--- src/rtl/mips_ctrl_pkg.sv ---
// Shared types and encodings for the multicycle MIPS control FSM.
package mips_ctrl_pkg;

   localparam int OPCODE_W = 6;

   typedef enum logic [3:0] {
      S_FETCH, S_FETCH_WAIT, S_DECODE, S_MEM_ADDR, S_MEM_READ, S_MEM_WAIT,
      S_LOAD_WB, S_MEM_WRITE, S_RTYPE_EXEC, S_RTYPE_WB, S_ITYPE_EXEC,
      S_ITYPE_WB, S_BRANCH, S_JUMP, S_HALT
   } ctrl_state_t;

   localparam logic [5:0] OP_RTYPE  = 6'h00;
   localparam logic [5:0] OP_REGIMM = 6'h01;
   localparam logic [5:0] OP_J      = 6'h02;
   localparam logic [5:0] OP_JAL    = 6'h03;
   localparam logic [5:0] OP_BEQ    = 6'h04;
   localparam logic [5:0] OP_BGTZ   = 6'h07;
   localparam logic [5:0] OP_ADDIU  = 6'h09;
   localparam logic [5:0] OP_ANDI   = 6'h0C;
   localparam logic [5:0] OP_ORI    = 6'h0D;
   localparam logic [5:0] OP_XORI   = 6'h0E;
   localparam logic [5:0] OP_IEXT   = 6'h10;
   localparam logic [5:0] OP_LW     = 6'h23;
   localparam logic [5:0] OP_SW     = 6'h2B;
   localparam logic [5:0] OP_HALT   = 6'h3F;

   localparam logic [5:0] FN_JR    = 6'h08;
   localparam logic [5:0] FN_MULT  = 6'h18;
   localparam logic [5:0] FN_MULTU = 6'h19;

   localparam logic [5:0] ALU_OP_RTYPE = 6'h00;
   localparam logic [5:0] ALU_OP_ADD   = 6'h09;

   localparam logic [1:0] SRCB_REG     = 2'd0;
   localparam logic [1:0] SRCB_FOUR    = 2'd1;
   localparam logic [1:0] SRCB_IMM     = 2'd2;
   localparam logic [1:0] SRCB_IMM_SH2 = 2'd3;

   localparam logic [1:0] PCSRC_ALU     = 2'd0;
   localparam logic [1:0] PCSRC_ALU_OUT = 2'd1;
   localparam logic [1:0] PCSRC_JUMP    = 2'd2;

   typedef struct packed {
      logic       pc_write_en;
      logic       i_or_d;
      logic       mem_write;
      logic       mem_to_reg;
      logic       ir_write;
      logic       reg_dst;
      logic       reg_write;
      logic       alu_src_a;
      logic [1:0] alu_src_b;
      logic [1:0] pc_source;
      logic [5:0] alu_op;
      logic       jump_and_link;
      logic       is_signed;
      logic       halted;
   } ctrl_t;

   function automatic logic is_itype_op(input logic [5:0] op);
      return (op >= OP_ADDIU && op <= OP_XORI) || op == OP_IEXT;
   endfunction

   function automatic logic is_branch_op(input logic [5:0] op);
      return op == OP_REGIMM || (op >= OP_BEQ && op <= OP_BGTZ);
   endfunction

   function automatic logic is_legal_op(input logic [5:0] op);
      return op == OP_RTYPE || op == OP_LW || op == OP_SW || op == OP_J ||
             op == OP_JAL || op == OP_HALT || is_itype_op(op) || is_branch_op(op);
   endfunction

endpackage

--- src/rtl/mips_ctrl_decode.sv ---
// Combinational state -> control vector decode; only BRANCH looks at branch_taken.
module mips_ctrl_decode
   import mips_ctrl_pkg::*;
(
   input  ctrl_state_t state,
   input  logic [5:0]  opcode,
   input  logic [5:0]  funct,
   input  logic        branch_taken,
   output ctrl_t       ctrl
);

   always_comb begin
      ctrl = '0;
      case (state)
         S_FETCH: begin
            ctrl.alu_src_b   = SRCB_FOUR;
            ctrl.alu_op      = ALU_OP_ADD;
            ctrl.pc_source   = PCSRC_ALU;
            ctrl.pc_write_en = 1'b1;
         end
         S_FETCH_WAIT: ctrl.ir_write = 1'b1;
         // Speculatively compute the branch target into ALU_OUT.
         S_DECODE: begin
            ctrl.alu_src_b = SRCB_IMM_SH2;
            ctrl.alu_op    = ALU_OP_ADD;
            ctrl.is_signed = 1'b1;
         end
         S_MEM_ADDR: begin
            ctrl.alu_src_a = 1'b1;
            ctrl.alu_src_b = SRCB_IMM;
            ctrl.is_signed = 1'b1;
            ctrl.alu_op    = ALU_OP_ADD;
         end
         // Address stays on ALU_OUT across the memory latency cycle.
         S_MEM_READ, S_MEM_WAIT: ctrl.i_or_d = 1'b1;
         S_LOAD_WB: begin
            ctrl.mem_to_reg = 1'b1;
            ctrl.reg_write  = 1'b1;
         end
         S_MEM_WRITE: begin
            ctrl.i_or_d    = 1'b1;
            ctrl.mem_write = 1'b1;
         end
         S_RTYPE_EXEC: begin
            ctrl.alu_src_a = 1'b1;
            ctrl.alu_src_b = SRCB_REG;
            ctrl.alu_op    = ALU_OP_RTYPE;
            if (funct == FN_JR) begin
               ctrl.pc_source   = PCSRC_ALU;
               ctrl.pc_write_en = 1'b1;
            end
         end
         S_RTYPE_WB: begin
            ctrl.alu_op    = ALU_OP_RTYPE;
            ctrl.reg_dst   = 1'b1;
            ctrl.reg_write = 1'b1;
         end
         S_ITYPE_EXEC: begin
            ctrl.alu_src_a = 1'b1;
            ctrl.alu_src_b = SRCB_IMM;
            ctrl.alu_op    = opcode;
            ctrl.is_signed = !(opcode == OP_ANDI || opcode == OP_ORI || opcode == OP_XORI);
         end
         S_ITYPE_WB: begin
            ctrl.alu_op    = opcode;
            ctrl.reg_write = 1'b1;
         end
         S_BRANCH: begin
            ctrl.alu_src_a   = 1'b1;
            ctrl.alu_src_b   = SRCB_REG;
            ctrl.alu_op      = opcode;
            ctrl.pc_source   = PCSRC_ALU_OUT;
            ctrl.pc_write_en = branch_taken;
         end
         S_JUMP: begin
            ctrl.pc_source   = PCSRC_JUMP;
            ctrl.pc_write_en = 1'b1;
            if (opcode == OP_JAL) begin
               ctrl.jump_and_link = 1'b1;
               ctrl.reg_write     = 1'b1;
            end
         end
         S_HALT: ctrl.halted = 1'b1;
         default: ;
      endcase
   end

endmodule

--- src/rtl/mips_controller.sv ---
// Multicycle MIPS control FSM. Define MIPS_CTRL_ILLEGAL_TRAP_EN to trap
// undefined opcodes into HALT with a sticky illegal_op flag.
module mips_controller
   import mips_ctrl_pkg::*;
#(
   parameter int OPCODE_W = 6
) (
   input  logic                clk,
   input  logic                rst,
   input  logic [OPCODE_W-1:0] opcode,
   input  logic [OPCODE_W-1:0] funct,
   input  logic                branch_taken,
   output logic                pc_write_en,
   output logic                i_or_d,
   output logic                mem_write,
   output logic                mem_to_reg,
   output logic                ir_write,
   output logic                reg_dst,
   output logic                reg_write,
   output logic                alu_src_a,
   output logic [1:0]          alu_src_b,
   output logic [1:0]          pc_source,
   output logic [OPCODE_W-1:0] alu_op,
   output logic                jump_and_link,
   output logic                is_signed,
   output logic                halted
`ifdef MIPS_CTRL_ILLEGAL_TRAP_EN
   ,
   output logic                illegal_op
`endif
);

   ctrl_state_t state, next_state;
   ctrl_t       ctrl, ctrl_out;

   always_comb begin
      next_state = S_FETCH;
      case (state)
         S_FETCH:      next_state = S_FETCH_WAIT;
         S_FETCH_WAIT: next_state = S_DECODE;
         S_DECODE: begin
            if (opcode == OP_LW || opcode == OP_SW) next_state = S_MEM_ADDR;
            else if (opcode == OP_RTYPE)            next_state = S_RTYPE_EXEC;
            else if (is_itype_op(opcode))           next_state = S_ITYPE_EXEC;
            else if (is_branch_op(opcode))          next_state = S_BRANCH;
            else if (opcode == OP_J || opcode == OP_JAL) next_state = S_JUMP;
            else if (opcode == OP_HALT)             next_state = S_HALT;
`ifdef MIPS_CTRL_ILLEGAL_TRAP_EN
            else                                    next_state = S_HALT;
`else
            else                                    next_state = S_FETCH;
`endif
         end
         S_MEM_ADDR:   next_state = (opcode == OP_SW) ? S_MEM_WRITE : S_MEM_READ;
         S_MEM_READ:   next_state = S_MEM_WAIT;
         S_MEM_WAIT:   next_state = S_LOAD_WB;
         S_RTYPE_EXEC: next_state = (funct == FN_JR || funct == FN_MULT || funct == FN_MULTU)
                                    ? S_FETCH : S_RTYPE_WB;
         S_ITYPE_EXEC: next_state = S_ITYPE_WB;
         S_HALT:       next_state = S_HALT;
         default:      next_state = S_FETCH;
      endcase
   end

   always_ff @(posedge clk) begin
      if (rst) state <= S_FETCH;
      else     state <= next_state;
   end

`ifdef MIPS_CTRL_ILLEGAL_TRAP_EN
   logic illegal_q;
   always_ff @(posedge clk) begin
      if (rst)                                          illegal_q <= 1'b0;
      else if (state == S_DECODE && !is_legal_op(opcode)) illegal_q <= 1'b1;
   end
   assign illegal_op = illegal_q & ~rst;
`endif

   mips_ctrl_decode u_decode (
      .state        (state),
      .opcode       (opcode),
      .funct        (funct),
      .branch_taken (branch_taken),
      .ctrl         (ctrl)
   );

   // Strobes are quiet for the whole reset window, not just after the edge.
   assign ctrl_out      = rst ? '0 : ctrl;
   assign pc_write_en   = ctrl_out.pc_write_en;
   assign i_or_d        = ctrl_out.i_or_d;
   assign mem_write     = ctrl_out.mem_write;
   assign mem_to_reg    = ctrl_out.mem_to_reg;
   assign ir_write      = ctrl_out.ir_write;
   assign reg_dst       = ctrl_out.reg_dst;
   assign reg_write     = ctrl_out.reg_write;
   assign alu_src_a     = ctrl_out.alu_src_a;
   assign alu_src_b     = ctrl_out.alu_src_b;
   assign pc_source     = ctrl_out.pc_source;
   assign alu_op        = ctrl_out.alu_op;
   assign jump_and_link = ctrl_out.jump_and_link;
   assign is_signed     = ctrl_out.is_signed;
   assign halted        = ctrl_out.halted;

endmodule

--- config.mk ---
export PLATFORM = sky130hd
export DESIGN_NAME = mips_controller
export DESIGN_NICKNAME = d
export VERILOG_FILES = /design/src/rtl/mips_ctrl_pkg.sv /design/src/rtl/mips_ctrl_decode.sv /design/src/rtl/mips_controller.sv
export SDC_FILE = /design/constraint.sdc
export NUM_CORES = 1
export LEC_CHECK = 0
export ABC_AREA = 1
export CAP_MARGIN = 20
export CORE_MARGIN = 2
export CORE_UTILIZATION = 38
export DETAILED_ROUTE_END_ITERATION = 16
export PLACE_DENSITY = 0.79
export SYNTH_ARGS = -nofsm -noshare
export SYNTH_HDL_FRONTEND = slang
export SYNTH_SLANG_ARGS = --single-unit
--- constraint.sdc ---
create_clock -name clk -period 1.3 [get_ports clk]
set_input_delay 0.26 -clock clk [delete_from_list [all_inputs] [get_ports clk]]
set_output_delay 0.26 -clock clk [all_outputs]
set_load 0.01 [all_outputs]
==> flow_summary.ini, run 1 <==
[sta]
worstEpCategory = output port
worst_endpoint = reg_write

[clock_network]
ctsRootBufferMaster = clkbuf_4
clockBufferDepth = 2
cts_inserted_buffers = 3
htree_levels = 1
cts.sinks = 4

[logic_synthesis]
synth.largest_area_cell = nand2_1
synth_fp_nets = 140
yosys_warnings = 0
synthCells = 125
syn-cell-area_um2 = 655.6
synth_cell_types = 24
seq_area_frac_synth_pct = 12.21
ys_seq_elements = 4
synthTopCellsByArea = nand2_1 14%, dfxtp_1 12%, inv_1 12%
syn_area_per_cell_um2 = 5.245
yosysTopAreaCellShare_pct = 14.31

[placement]
dp_hpwl_um = 2372
finalWeightedCongestion = 1.006
portBuffers = 35

[status]
failing_step = global routing (5_1_grt)
status = aborted with a tool error
error = [ERROR DPL-0038] Utilization greater than 100%, impossible to legalize

[global_routing]
grt_max_degree = 11

[floorplan]
ios = 36
dieWidth_um = 45.54
initial_core_util_pct = 39.25
die_h_um = 45.54
rows = 15
metrics by stage:
stage,setup TNS (ps),instance area [um2],worst slack (ps),cells,utilization (%)
after detailed placement,-15280,1325,-833.7,215,79.33
after global placement,-14220,1325,-723.8,215,79.33
after floorplan,-264.2,661.9,-48.14,125,-
after CTS,-5052,1535,-362.7,227,91.91
Yosys cell counts:
master     n
dfxtp_1    4
nor3b_1    1
inv_2      4
nand4_1    3
nor3_1    10
nand2_1   25
nor2_2     1
inv_1     21
nor3_2     1
buf_2      1
nand2_2    3
a21oi_2    2
a41oi_1    1
nor2_1    17
a21oi_1    8
o21ai_0    2
o21bai_1   1
nand3_1   12
o21ai_2    1
a21boi_2   1
buf_1      1
o21ai_1    1
nor2_4     2
a31oi_1    2
cells by family after synthesis:
| family | count (synthesis) | synth area share [%] |
|---|---|---|
| DFF | 4 | 12.21 |
| buffers and inverters | 27 | 15.65 |
| AOI/OAI and AO/OA | 19 | 18.51 |
| and+or+nand+nor | 75 | 53.63 |
repair_timing:
action	4_1_cts
endpoints found under the setup margin	25
hold buffers	0
pin swaps	13
resized for setup	154
setup buffers	9
cloned	0
==> run 2, diff against run 1 <==
--- a/config.mk
+++ b/config.mk
@@ -7,10 +7,10 @@
 export LEC_CHECK = 0
 export ABC_AREA = 1
 export CAP_MARGIN = 20
-export CORE_MARGIN = 2
-export CORE_UTILIZATION = 38
+export CORE_AREA = 2 2 63 65
 export DETAILED_ROUTE_END_ITERATION = 16
-export PLACE_DENSITY = 0.79
+export DIE_AREA = 0 0 65 67
+export PLACE_DENSITY_LB_ADDON = 0.15
 export SYNTH_ARGS = -nofsm -noshare
 export SYNTH_HDL_FRONTEND = slang
 export SYNTH_SLANG_ARGS = --single-unit
==> flow_summary.ini, run 2 <==
[global_routing]
grt_max_degree = 10
antenna_found_initial = 0
grt_pass1_wl_um = 5009
grt-ovfl-total = 0
grt_pass1_vias = 1130
grt_usage_pct = 14.87

[sta]
final_max_slew_viol_count = 0
finalCritPeriodShare_pct = 121.7
fin_setup_tns_ps = -3997
fmax_ghz = 0.6322
hold_viol = 0
worst_pin_slew_ps = 220.4
slew_headroom_pct = 85.24
hold_ws_ps = 573.4
fin_ws_ps = -281.7
rsz0062_at_grt = yes
fin_skew_ps = 2.942
setup_viol = 24
period_needed_ps = 1582

[logic_synthesis]
synthTopCellsByArea = nand2_1 14%, dfxtp_1 12%, inv_1 12%
yosysTopAreaCellShare_pct = 14.31
synthCells = 125
seq_area_frac_synth_pct = 12.21
async_reset_ff_share_pct = 0
synth.largest_area_cell = nand2_1
yosys_warnings = 0
synth_edf_count = 0
syn-cell-area_um2 = 655.6
ys_seq_elements = 4
synth_fp_nets = 140
synth_cell_types = 24
yosys_most_used_dff = dfxtp_1
synth_top_cells_by_count = 25 x nand2_1, 21 x inv_1, 17 x nor2_1
synth.most_common_cell = nand2_1
syn_area_per_cell_um2 = 5.245

[worst_setup_path]
startpoint = state[3]
required_ps = 1040
endpoint = reg_write
cp_common_cell = buf_6
critPathSlowestCell = dfxtp_4
critPathKind = register to primary output
worstPathArrival_ps = 1320
start_kind = register
cp_max_fo = 4
reg2reg_to = state[3]
r2r_setup_slack_ps = -60
rr_worst_depth = 11
max_stage_delay_ps = 380
cp-end-kind = primary output
cp_cell_sequence = buf_6 > inv_4 > nand3_4 > nor2_4 > buf_6 > a31oi_4 > o21ai_2 > buf_2
r2r-start = state[0]

[floorplan]
core_um2 = 3606
dieWidth_um = 65
dieArea_um2 = 4355
ios = 36
initial_core_util_pct = 18.18
die_h_um = 67
rows = 22

[layout]
final_common_cell = buf_4
antennaDiodeCount = 0
finalInstanceArea_um2 = 1819
reg_top3 = state x4
drive_gt1_share_pct = 71.82
regMostFlops = state
largest_register_ffs = 4
fin_cells = 268
nNetsFinal = 237
layout_common_cells = 45 x buf_4, 18 x buf_6, 17 x buf_2, 15 x nand2_1, 10 x nor2_4
area_delta_synth_final_pct = 177.5

[status]
status = complete, but fails checks
violations = setup timing

[pwr]
p_total_uw = 948.9
leakagePower_nw = 0.9204
power_density_nw_per_um2 = 521.6
peakVddDrop_v = 0.0004591

[placement]
dp_hpwl_um = 2354
finalWeightedCongestion = 0.8318
portBuffers = 35
place_inst = 251
placed_cell_area_um2 = 1401

[drt]
vias = 1143
drc = 0
post_drt_wl_per_cell_um = 11.94
drt-vias-per-instance = 4.265
wirelength_um = 3200
detail-route-antenna-nets = 0
dr.pass1.iters = 4
drt_iter0_markers = 35

[clock_network]
cts_inserted_buffers = 3
htree_levels = 1
cts_tree = built
path_clk_slew_ps = 30
clock_latency_ps = 210
cts.sinks = 4
clockBufferDepth = 2
ctsRootBufferMaster = clkbuf_8

[hold_path]
hp-start = funct[5]
hp-class = primary input to register

[run]
drv_cap = 0
## run 2: per-stage QoR
stage / setup WS [ps] / util, %
2_1_floorplan: -48.14 / -
3_3_place_gp: -762.9 / 38.86
3_5_place_dp: -785.3 / 38.86
4_1_cts: -298.6 / 46.01
5_1_grt: -352.2 / 50.45
6_report: -281.7 / 50.45
## run 2: worst min path at each step
stage	endpoint	cells past startpoint
2_1_floorplan	state[1]	4
3_5_place_dp	state[2]	3
4_1_cts	state[2]	3
3_3_place_gp	state[2]	3
5_1_grt	state[3]	7
6_report	state[3]	7
## run 2: area by class of cell
type                            instances  area (um2)
Inverter                               25       111.4
Clock buffer                            3       41.29
Multi-Input combinational cell         94       757.0
Sequential cell                         4       95.09
Fill cell                             364        1787
Tap cell                               48       60.06
Timing Repair Buffer                   94       754.5
## run 2: where the power goes
group	internal, mW	switching [mW]	total [mW]	leakage [nW]
clock network	0.197	0.0583	0.255	0.0216
logic	0.264	0.271	0.535	0.863
registers	0.134	0.0244	0.159	0.0356
## run 2: what timing repair did
action / CTS / global route
hold endpoints to repair: 0 / 0
cloned: 0 / 0
resized for setup: 167 / 41
pin swaps: 13 / 15
setup endpoints to repair: 25 / 25
setup buffers: 9 / 8
hold buffers: 0 / 0
## run 2: worst max-delay path, delay by kind of cell (launching register included)
family,cells,cell delay (ps)
simple gates,2,130
buf+inv,4,390
flops,1,380
compound gates,2,190
## run 2: logic make-up (layout without fill, tap and decap cells)
| family | count (synthesis) | count (layout) | synth area share (%) |
|---|---|---|---|
| AOI/OAI and AO/OA | 19 | 19 | 18.51 |
| buffers and inverters | 27 | 122 | 15.65 |
| DFF | 4 | 4 | 12.21 |
| and+or+nand+nor | 75 | 75 | 53.63 |
## run 2: layer usage
metal | GRT usage, % | wire (um)
met1 | 18.49 | 1419
met2 | 26.29 | 1693
met3 | 1.351 | 73
met4 | 5.851 | 14
met5 | 0 | 0
(Power assumes the default switching activity.)
